### src/rtl/fifo_reader.sv
// Pulls words from a 1-cycle-latency FIFO into a 2-entry output buffer feeding a valid/ready sink.
// Optional build macro FIFO_READER_CNT_EN adds the WCNT transfer counter port.
module fifo_reader #(
   parameter int WIDTH = 16
) (
   input  logic             CLK,
   input  logic             RST,
   output logic             RD,
   input  logic             EMPTY,
   input  logic [WIDTH-1:0] FIFO_DOUT,
   input  logic             FIFO_VALID,
   input  logic             UNDER,
   output logic [WIDTH-1:0] OUT_DATA,
   output logic             OUT_VALID,
   input  logic             OUT_READY,
   output logic [1:0]       o_dbg_state,
`ifdef FIFO_READER_CNT_EN
   output logic [15:0]      WCNT,
`endif
   output logic             ERR
);

   // Downstream handshake: a word transfers on every cycle where OUT_VALID and OUT_READY
   // are both high; OUT_DATA is held stable while OUT_VALID is high and OUT_READY is low.
   typedef enum logic [1:0] {
      S_IDLE   = 2'd0,
      S_ACTIVE = 2'd1,
      S_FULL   = 2'd2,
      S_ERROR  = 2'd3
   } state_t;

   state_t           r_state;
   logic [1:0]       r_occ;
   logic             r_inflight;
   logic             r_err;
   logic [WIDTH-1:0] r_buf0;
   logic [WIDTH-1:0] r_buf1;

   logic             w_pop;
   logic             w_push;
   logic             w_err_evt;
   logic [1:0]       w_occ_nxt;
   logic [2:0]       w_need;

   assign OUT_VALID   = (r_occ != 2'd0);
   assign OUT_DATA    = r_buf0;
   assign ERR         = r_err;
   assign o_dbg_state = r_state;

   assign w_pop     = OUT_VALID && OUT_READY;
   // The full-buffer guard only matters after a protocol error; normal RD gating never overfills.
   assign w_push    = FIFO_VALID && r_inflight && ((r_occ != 2'd2) || w_pop);
   assign w_need    = {1'b0, r_occ} + {2'b00, r_inflight} - {2'b00, w_pop};
   assign w_occ_nxt = r_occ + {1'b0, w_push} - {1'b0, w_pop};
   assign w_err_evt = (FIFO_VALID && !r_inflight) || (r_inflight && !FIFO_VALID) || UNDER;

   assign RD = RST && !EMPTY && !r_err && (w_need < 3'd2);

   always_ff @(posedge CLK or negedge RST) begin
      if (!RST) begin
         r_state    <= S_IDLE;
         r_occ      <= 2'd0;
         r_inflight <= 1'b0;
         r_err      <= 1'b0;
         r_buf0     <= '0;
         r_buf1     <= '0;
      end else begin
         r_inflight <= RD;
         r_occ      <= w_occ_nxt;
         if (w_pop) begin
            r_buf0 <= (w_push && (r_occ == 2'd1)) ? FIFO_DOUT : r_buf1;
            if (w_push && (r_occ == 2'd2)) r_buf1 <= FIFO_DOUT;
         end else if (w_push) begin
            if (r_occ == 2'd0) r_buf0 <= FIFO_DOUT;
            else               r_buf1 <= FIFO_DOUT;
         end
         if (w_err_evt || (r_state == S_ERROR)) begin
            r_state <= S_ERROR;
            r_err   <= 1'b1;
         end else if (w_occ_nxt == 2'd2) begin
            r_state <= S_FULL;
         end else if ((w_occ_nxt != 2'd0) || RD) begin
            r_state <= S_ACTIVE;
         end else begin
            r_state <= S_IDLE;
         end
      end
   end

`ifdef FIFO_READER_CNT_EN
   logic [15:0] r_wcnt;

   always_ff @(posedge CLK or negedge RST) begin
      if (!RST)       r_wcnt <= 16'h0000;
      else if (w_pop) r_wcnt <= r_wcnt + 16'h0001;
   end

   assign WCNT = r_wcnt;
`endif

endmodule

### config.mk
export PLATFORM = sky130hd
export DESIGN_NAME = fifo_reader
export DESIGN_NICKNAME = d
export VERILOG_FILES = /design/src/rtl/fifo_reader.sv
export SDC_FILE = /design/constraint.sdc
export NUM_CORES = 1
export LEC_CHECK = 0
export BUFFER_PORTS_ARGS = -buffer_cell sky130_fd_sc_hd__buf_2
export CORE_UTILIZATION = 50
export DETAILED_ROUTE_END_ITERATION = 10
export GPL_ROUTABILITY_DRIVEN = 0
export PLACE_DENSITY = 0.75
export SLEW_MARGIN = 5
export SYNTH_ARGS = -nofsm -noshare
export SYNTH_HDL_FRONTEND = slang
export SYNTH_SLANG_ARGS = --single-unit
export TNS_END_PERCENT = 5
### constraint.sdc
create_clock -name CLK -period 2.6 [get_ports CLK]
set_input_delay 0.13 -clock CLK [delete_from_list [all_inputs] [get_ports CLK]]
set_output_delay 0.13 -clock CLK [all_outputs]
set_load 0.005 [all_outputs]
======== Word-level counts from Yosys, hierarchy flattened ========
Index checks and enable logic that the tools add are counted.
storage, ports and cells
  bits in latches ......................... 0
  register bits ........................... 38
  output and inout port bits .............. 21
  memory bits (writable) .................. 0
  bits in read-only memories .............. 0
  logic and storage cells ................. 55
  memories kept ........................... 0
cells by class
  $add $sub $neg .......................... 4
  div/mod/pow operators ................... 0
  order comparisons ....................... 1
  $mul .................................... 0
  bitwise gates (word level) .............. 0
  reduce and logical (&&, ||, !) cells .... 26
  muxes and demuxes ....................... 11
  shift-type cells ........................ 0
  equality and inequality tests ........... 7
operator list
  kind                                                         number
  2-to-1 mux 16 bit                                            8
  logical AND 1 bit                                            10
  nonzero test 2 bit                                           4
  == test 2 bit (second input constant)                        3
  logical OR 1 bit                                             5
  zero test 1 bit                                              4
  2-to-1 mux 2 bit                                             2
  != test 2 bit (second input constant)                        2
  adder 2 x 1 -> 3 bit                                         1
  less-than comparator 3 x 2 -> 1 bit (second input constant)  1
  AND reduction 3 bit                                          1
  subtractor 3 x 1 -> 3 bit                                    1
  adder 2 x 1 -> 2 bit                                         1
  == test 2 x 1 -> 1 bit (second input constant)               1
  zero test 2 bit                                              1
  != test 2 x 1 -> 1 bit (second input constant)               1
  AND reduction 2 bit                                          1
  subtractor 2 x 1 -> 2 bit                                    1
  2-to-1 mux 1 bit                                             1

======== Depth between registers and ports, before layout ========
Gate-level depths: netlist of run 1.
  depth in word-level cells ............... 11
  mapped depth ............................ 9
  gate-level depth less buffers ........... 8

======== Worst setup path after synthesis of run 1 ========
No wires, ideal clock.
  path kind ............................... reg2reg
  from .................................... register r_occ[1]
  to ...................................... register r_state[0] (netlist: o_dbg_state[0])
  path slack .............................. 234 ps
  arrival time ............................ 2,301 ps
  buffers on the path ..................... 1
  stages on the path, launching flop included .. 9
  setup time .............................. 65 ps
  path through ............................ dfrtp_1 -> buf_4 -> o21a_1 -> ha_1 -> nand2b_1 -> fa_1 -> nand2_1 -> nor4_1 -> a211o_1
RTL lines
  what                                                          line  text
  from (decl)                                                   33    logic [1:0] r_occ;
  from (signal assigned)                                        69    r_occ <= w_occ_nxt;
  branches (longest 2 deep; another with adder 2 x 1 -> 3 bit)  -
  subtractor 3 x 1 -> 3 bit *                                   53    assign w_need = {1'b0, r_occ} + {2'b00, r_inflight} - {2'b00, w_pop};
  less-than comparator 3 x 2 -> 1 bit *                         57    assign RD = RST && !EMPTY && !r_err && (w_need < 3'd2);
  logical AND 1 bit *                                           57
  via RD                                                        8     output logic RD,
  logical OR 1 bit *                                            82    end else if ((w_occ_nxt != 2'd0) || RD) begin
  2-to-1 mux 1 bit *                                            82
  2-to-1 mux 2 bit *                                            80    end else if (w_occ_nxt == 2'd2) begin
  2-to-1 mux 2 bit *                                            77    if (w_err_evt || (r_state == S_ERROR)) begin
  to (signal assigned)                                          78    r_state <= S_ERROR;
  to (signal assigned)                                          81    r_state <= S_FULL;
  to (signal assigned)                                          83    r_state <= S_ACTIVE;
  to (decl)                                                     32    state_t r_state;
Mark *: on every way through the listed nets, which the timed path passes.
A chain may end at the register's enable or synchronous reset.

======== Final worst setup path of run 1 ========
  from .................................... register r_occ[1]
  to ...................................... output RD
between the ends
  longest elaborated chain between the ends .. 5
ends and longest elaborated chain
  what                                                          line
  branches (longest 2 deep; another with adder 2 x 1 -> 3 bit)  -
  subtractor 3 x 1 -> 3 bit *                                   53
  less-than comparator 3 x 2 -> 1 bit *                         57
  logical AND 1 bit *                                           57
  to (decl)                                                     8
Every way passes the cells marked *.

==> results.txt, run 1 <==
met3 WL -> 183 um
Post-Synth Simple-Gate Area -> 8.28%
Synth Register Bits -> 38
Synth Area in XOR/XNOR -> 1.46%
synthesized area -> 0.00180 sq mm
Root Driver -> clkbuf_4
crit end category -> output port
WL/cell -> 14.8 um
leakage power -> 0.957 nW
Post-DP HPWL -> 2510 um
Compound-Gate Fraction of Synth Area -> 18.4%
final setup violation count -> 0
die area -> 0.00384 sq mm
Post-Route WL -> 3550 um
fraction of synthesized area in multiplexers -> 10.0%
critical path's slowest cell -> fa_1
Power Density -> 1060 mW/mm^2
critical path class -> reg2out
# port buffers -> 42
Die H -> 62.0 um
Core Area -> 0.00339 sq mm
Synth cell types -> 27
vias in the first global route -> 1299
Max IR drop VDD -> 0.499 mV
htree depth -> 2
TritonCTS clock tree -> done
CP Max Fanout -> 4
Clock Sinks -> 38
slew of the pin with the lowest slew margin -> 0.567 ns
sequential share of power -> 43.4%
nets -> 221
Synth Net Count -> 170
Setup Total Neg Slack -> 0 ns
Power Total -> 2.31 mW
Slew Limit Fails -> 0
type of the worst min-delay path -> in2reg
largest net degree at the start of global routing -> 39
Met2 Routed Length -> 1770 um
Switching Fraction -> 33.7%
synthesized netlist cell count -> 142
minimum clock period -> 2.47 ns
first-pass GRT wire length -> 5790 um
fraction of the mapped netlist area in adder cells -> 4.59%
Cell Chain, Critical Path -> o21a_4 -> ha_1 -> nand2b_4 -> fa_1 -> nand2_2 -> nor4_4 -> buf_2
worst hold margin -> 0.0328 ns
Tcrit/Tclk final -> 95.1%
Pre-antenna DRT Iters -> 4
Cell Int Power -> 1.53 mW
drc violations -> 0
Psw -> 0.778 mW
leading area contributor after synthesis -> dfrtp_1
clk_lat worst skew -> 0.33 ns
grt total ovfl -> 0
Synth area leaders -> dfrtp_1 53%, o221a_2 10%, mux2_2 9.4%
Diodes inserted -> 0
drt initial violations -> 62
Avg Inst Size Synth -> 12.7 sq um
Clock Path Buffers -> 2
remaining antenna violation count -> 0
max cap viols -> 0
die width -> 62.0 um
post-synth top area share -> 52.9%
clk_skew -> 0.0102 ns
clock power share -> 13.8%
Post-Place Worst Slack -> 0.0829 ns
M1 wire length -> 1560 um
Vias/cell -> 5.48
Critical Path Start Type -> register
initial core utilization -> 53.0%
Cell Rows -> 21
final hold violation count -> 0
RSZ-0062 raised after global routing -> no
outcome -> completed
top sig layer -> met4
Gate power share -> 42.8%
clock-pin slew on the worst setup and hold paths -> 0.11 ns
Buf/Inv on CP -> 1
most frequent cells in the layout -> 42 x buf_2, 37 x dfrtp_1, 17 x o21ai_0, 17 x nor2b_1, 16 x o221a_2
commonest non-fill, non-tap cell in the layout -> buf_2
Worst EP required -> 2.47 ns
sequential area share after synthesis -> 52.9%
Layout area overhead -> 21.8%
crit path DAT -> 2.34 ns
Yosys warning total -> 0
CTS buffer count -> 5
layout cells sized above 1 -> 50.0%
largest family of logic cells by synthesized area -> compound AO/OA/AOI/OAI gates
Boundary Pins -> 43
Crit path max-delay family -> adder cells
Achievable Freq -> 0.404 GHz
gr usage total -> 21.1%
slack of the critical path -> 0.127 ns
Worst slew margin -> 62.0%
Vias -> 1316
max incr delay on CP -> 0.50 ns
antenna violations before repair -> 0
==> registers in the layout, indices dropped and copies added, names as in the netlist <==
| register | cells |
|---|---|
| ERR | 1 |
| r_occ | 2 |
| o_dbg_state | 2 |
| OUT_DATA | 16 |
| r_inflight | 1 |
| r_buf1 | 16 |
==> power groups by stage <==
stage / logic, mW / clock network, mW / registers [mW]
finish: 0.989 / 0.319 / 1.00
global route: 1.11 / 0.355 / 1.03
CTS: 0.998 / 0.330 / 1.00
detailed placement: 0.939 / 0 / 1.03
global placement: 0.904 / 0 / 1.01
floorplan: 0.629 / 0 / 1.02
==> worst reg2reg max path, stage by stage (launching register included) <==
cell and delay (ns):
dfrtp_1 0.40, o21a_4 0.24, ha_1 0.28, nand2b_4 0.15
fa_1 0.38, xor2_1 0.25, nor4_4 0.06, buf_4 0.13
buf_4 0.13, a211o_1 0.27
==> through the flow <==
stage / instance area (sq um) / cells / utilization [%]
after floorplan: 1800 / 142 / -
after global placement: 2060 / 228 / 60.9
after detailed placement: 2060 / 228 / 60.9
after CTS: 2170 / 239 / 64.2
after global routing: 2190 / 240 / 64.6
final: 2190 / 240 / 64.6
==> metal layers <==
metal / vias up / track usage (%)
li1: 617 / -
met1: 648 / 26.9
met2: 46 / 35.9
met3: 5 / 3.73
met4: 0 / 7.94
met5: - / 0
==> cells by family (layout without fill, tap and decap cells) <==
group / after synthesis / in the layout
compound gates: 40 / 40
xor+xnor: 3 / 3
fa+ha+maj: 6 / 6
buf+inv: 16 / 68
flops: 38 / 38
mux: 16 / 16
simple gates: 23 / 23
==> final timing paths <==
| kind | start | cells after the start | slack, ns | to |
|---|---|---|---|---|
| max | r_occ[1] | 7 | 0.13 | RD |
| min | UNDER | 3 | 0.03 | ERR |
| max reg2reg | r_occ[1] | 9 | 0.22 | o_dbg_state[0] |
| min reg2reg | r_buf1[7] | 1 | 0.51 | r_buf1[7] |
| max in group asynchronous | RST | 3 | 1.81 | r_occ[0] |
| min in group asynchronous | RST | 3 | 0.42 | OUT_DATA[14] |
==> layout make-up <==
type | count | area, sq um
multi-input combinational | 88 | 802
inverter | 8 | 30.0
timing repair buffer | 52 | 288
sequential | 38 | 952
tap | 46 | 57.6
clock inverter | 1 | 5.00
fill | 268 | 1200
clock buffer | 7 | 55.1
==> what timing repair did <==
action / in CTS / in global routing
hold buffers: 1 / 0
endpoints found under the hold margin: 38 / 0
pin swaps: 2 / 2
setup buffers: 2 / 1
gates resized for setup: 5 / 1
setup endpoints to repair: 1 / 1
==> Yosys cell counts <==
master and instances:
ha_1 5, a21o_1 1, fa_1 1, nor4_1 1, mux2_1 1, buf_4 2
a211oi_4 1, clkbuf_1 3, buf_2 2, o221a_2 16, o31ai_1 1, nor2b_1 17
nand2b_4 1, xnor2_1 2, inv_1 8, nand2b_1 2, o21a_1 1, nand2_1 1
nor2_2 1, mux2_2 15, o211ai_1 1, a211o_1 1, buf_6 1, xor2_1 1
o21ai_0 17, a211oi_1 1, dfrtp_1 38
No activity file was read; power rests on OpenSTA's default activity.
==> inputs of run 2 (changes only) <==
--- a/config.mk
+++ b/config.mk
@@ -7,9 +7,10 @@
 export LEC_CHECK = 0
 export BUFFER_PORTS_ARGS = -buffer_cell sky130_fd_sc_hd__buf_2
 export CORE_UTILIZATION = 50
+export CTS_BUF_LIST = sky130_fd_sc_hd__clkbuf_8
 export DETAILED_ROUTE_END_ITERATION = 10
 export GPL_ROUTABILITY_DRIVEN = 0
-export PLACE_DENSITY = 0.75
+export PLACE_DENSITY = 0.86
 export SLEW_MARGIN = 5
 export SYNTH_ARGS = -nofsm -noshare
 export SYNTH_HDL_FRONTEND = slang
==> run 2 against run 1 <==
Critical path depth is the same. Die area unchanged. Total power is 9.7% higher. Via count unchanged. Clock power is 56% higher. Sequential power hardly changed. Sequential share of layout area decreased by 0.95 points. Non-clock buffer count did not move. Register-to-register slack improved by 0.04 ns. Final cell count is the same. Critical path type unchanged. Largest cell class unchanged.
==> results.txt, run 2 (same netlist as run 1, synthesis figures left out) <==
Post-Place Worst Slack -> 0.151 ns (+0.0679 ns)
grt total ovfl -> 0 (unchanged)
# port buffers -> 42 (unchanged)
drc violations -> 0 (unchanged)
Vias/cell -> 5.48 (unchanged)
CP Max Fanout -> 4 (unchanged)
Clock Path Buffers -> 2 (unchanged)
clk_skew -> 0.00382 ns (-0.00637 ns)
Die H -> 62.0 um (unchanged)
die area -> 0.00384 sq mm (unchanged)
Pre-antenna DRT Iters -> 4 (unchanged)
Critical Path Start Type -> register
largest net degree at the start of global routing -> 39 (unchanged)
crit path DAT -> 2.45 ns (+0.11 ns)
Max IR drop VDD -> 0.499 mV (about the same)
slack of the critical path -> 0.0244 ns (-0.102 ns)
TritonCTS clock tree -> done
Core Area -> 0.00339 sq mm (unchanged)
Worst slew margin -> 61.6% (-0.49 points)
Boundary Pins -> 43 (unchanged)
Root Driver -> clkbuf_8
gr usage total -> 21.4% (+0.27 points)
leakage power -> 0.980 nW (+2.4%)
die width -> 62.0 um (unchanged)
vias in the first global route -> 1301 (+0.15%)
Post-DP HPWL -> 2540 um (+1.1%)
Finished Layout Cells -> 240 (unchanged)
minimum clock period -> 2.58 ns (+0.102 ns)
Power Density -> 1130 mW/mm^2 (+7.3%)
CTS buffer count -> 5 (unchanged)
clk_lat worst skew -> 0.30 ns (-0.03 ns)
htree depth -> 2 (unchanged)
critical path class -> reg2out
antenna violations before repair -> 0 (unchanged)
outcome -> completed
final setup violation count -> 0 (unchanged)
drt initial violations -> 47 (-24%)
Tcrit/Tclk final -> 99.1% (+3.9 points)
clock-pin slew on the worst setup and hold paths -> 0.07 ns (-0.04 ns)
final hold violation count -> 0 (unchanged)
placed cells -> 227 (-0.44%)
Clock Sinks -> 38 (unchanged)
Worst EP required -> 2.47 ns (about the same)
most frequent cells in the layout -> 42 x buf_2, 37 x dfrtp_1, 17 x o21ai_0, 17 x nor2b_1, 16 x o221a_2
Vias -> 1316 (unchanged)
Post-Route WL -> 3790 um (+6.8%)
Cell Rows -> 21 (unchanged)
Slew Limit Fails -> 0 (unchanged)
WL/cell -> 15.8 um (+6.8%)
layout cells sized above 1 -> 50.5% (+0.52 points)
max cap viols -> 0 (unchanged)
type of the worst min-delay path -> in2reg
Diodes inserted -> 0 (unchanged)
Layout area overhead -> 24.5%
crit end category -> output port
initial core utilization -> 53.0% (unchanged)
slew of the pin with the lowest slew margin -> 0.574 ns (+0.00725 ns)
remaining antenna violation count -> 0 (unchanged)
first-pass GRT wire length -> 5730 um (-1.1%)
commonest non-fill, non-tap cell in the layout -> buf_2
nets -> 221 (unchanged)
Achievable Freq -> 0.388 GHz (-4.0%)
run 2: cell count changes in the layout (fill, tap and decap cells not counted), sizes merged:
cell,change
clkbuf,-2
bufinv,+1
clkinv,+1
run 2: path summary, 6_finish.rpt:
path	startpoint	end	slack, ns	depth (start not counted)
max	r_occ[0]	RD	0.02	7
min	FIFO_DOUT[7]	r_buf1[7]	0.08	2
max reg2reg	r_occ[1]	o_dbg_state[0]	0.26	9
min reg2reg	r_buf1[7]	r_buf1[7]	0.50	1
max in group asynchronous	RST	r_occ[0]	1.81	3
min in group asynchronous	RST	ERR	0.43	3
run 2: timing repair:
action | CTS | global route
gates resized for setup | 3 | 4
endpoints found under the hold margin | 38 | 0
pin swaps | 1 | 1
endpoints found under the setup margin | 1 | 1
hold buffers | 1 | 0
setup buffers | 0 | 4
run 2: critical path: stages (launching register included):
cell and delay (ns):
dfrtp_2 0.44, o21a_4 0.22, ha_1 0.27, nand2b_4 0.15, fa_1 0.53, nand2_2 0.08
nor4_4 0.30, buf_2 0.16
run 2: final cells by class:
cell class,instances,area (sq um)
clock inverters,3,40.0
clock buffers,5,68.8
well taps,46,57.6
fillers,263,1150
inverters,8,30.0
repair buffers,52,288
flip-flops and latches,38,952
multi-input cells,88,802
run 2: stage by stage:
stage	area [sq um]	total power, mW	utilization (%)	hold WS, ns	setup TNS, ns
2_1_floorplan	1800	1.65	-	-0.166	0
4_1_cts	2190	2.48	64.6	0.0203	0
5_1_grt	2240	2.70	66.0	0.0731	-0.0366
6_report	2240	2.54	66.0	0.0787	0
3_5_place_dp	2060	1.96	60.6	0.224	0
3_3_place_gp	2060	1.90	60.6	0.219	0
run 2: power by group:
part / switching (mW) / internal (mW) / leakage, nW
Sequential: 0.150 / 0.866 / 0.433
Combinational: 0.472 / 0.548 / 0.489
Clock: 0.216 / 0.282 / 0.0579
run 2: layer usage:
layer	wire length [um]	share of wire [%]	vias to the layer above	track usage, %
met3	146	3.9	7	4.97
met2	2010	53	39	35.7
met4	72	1.9	0	10.8
met5	0	0	-	0
met1	1560	41	659	25.9
li1	-	-	611	-
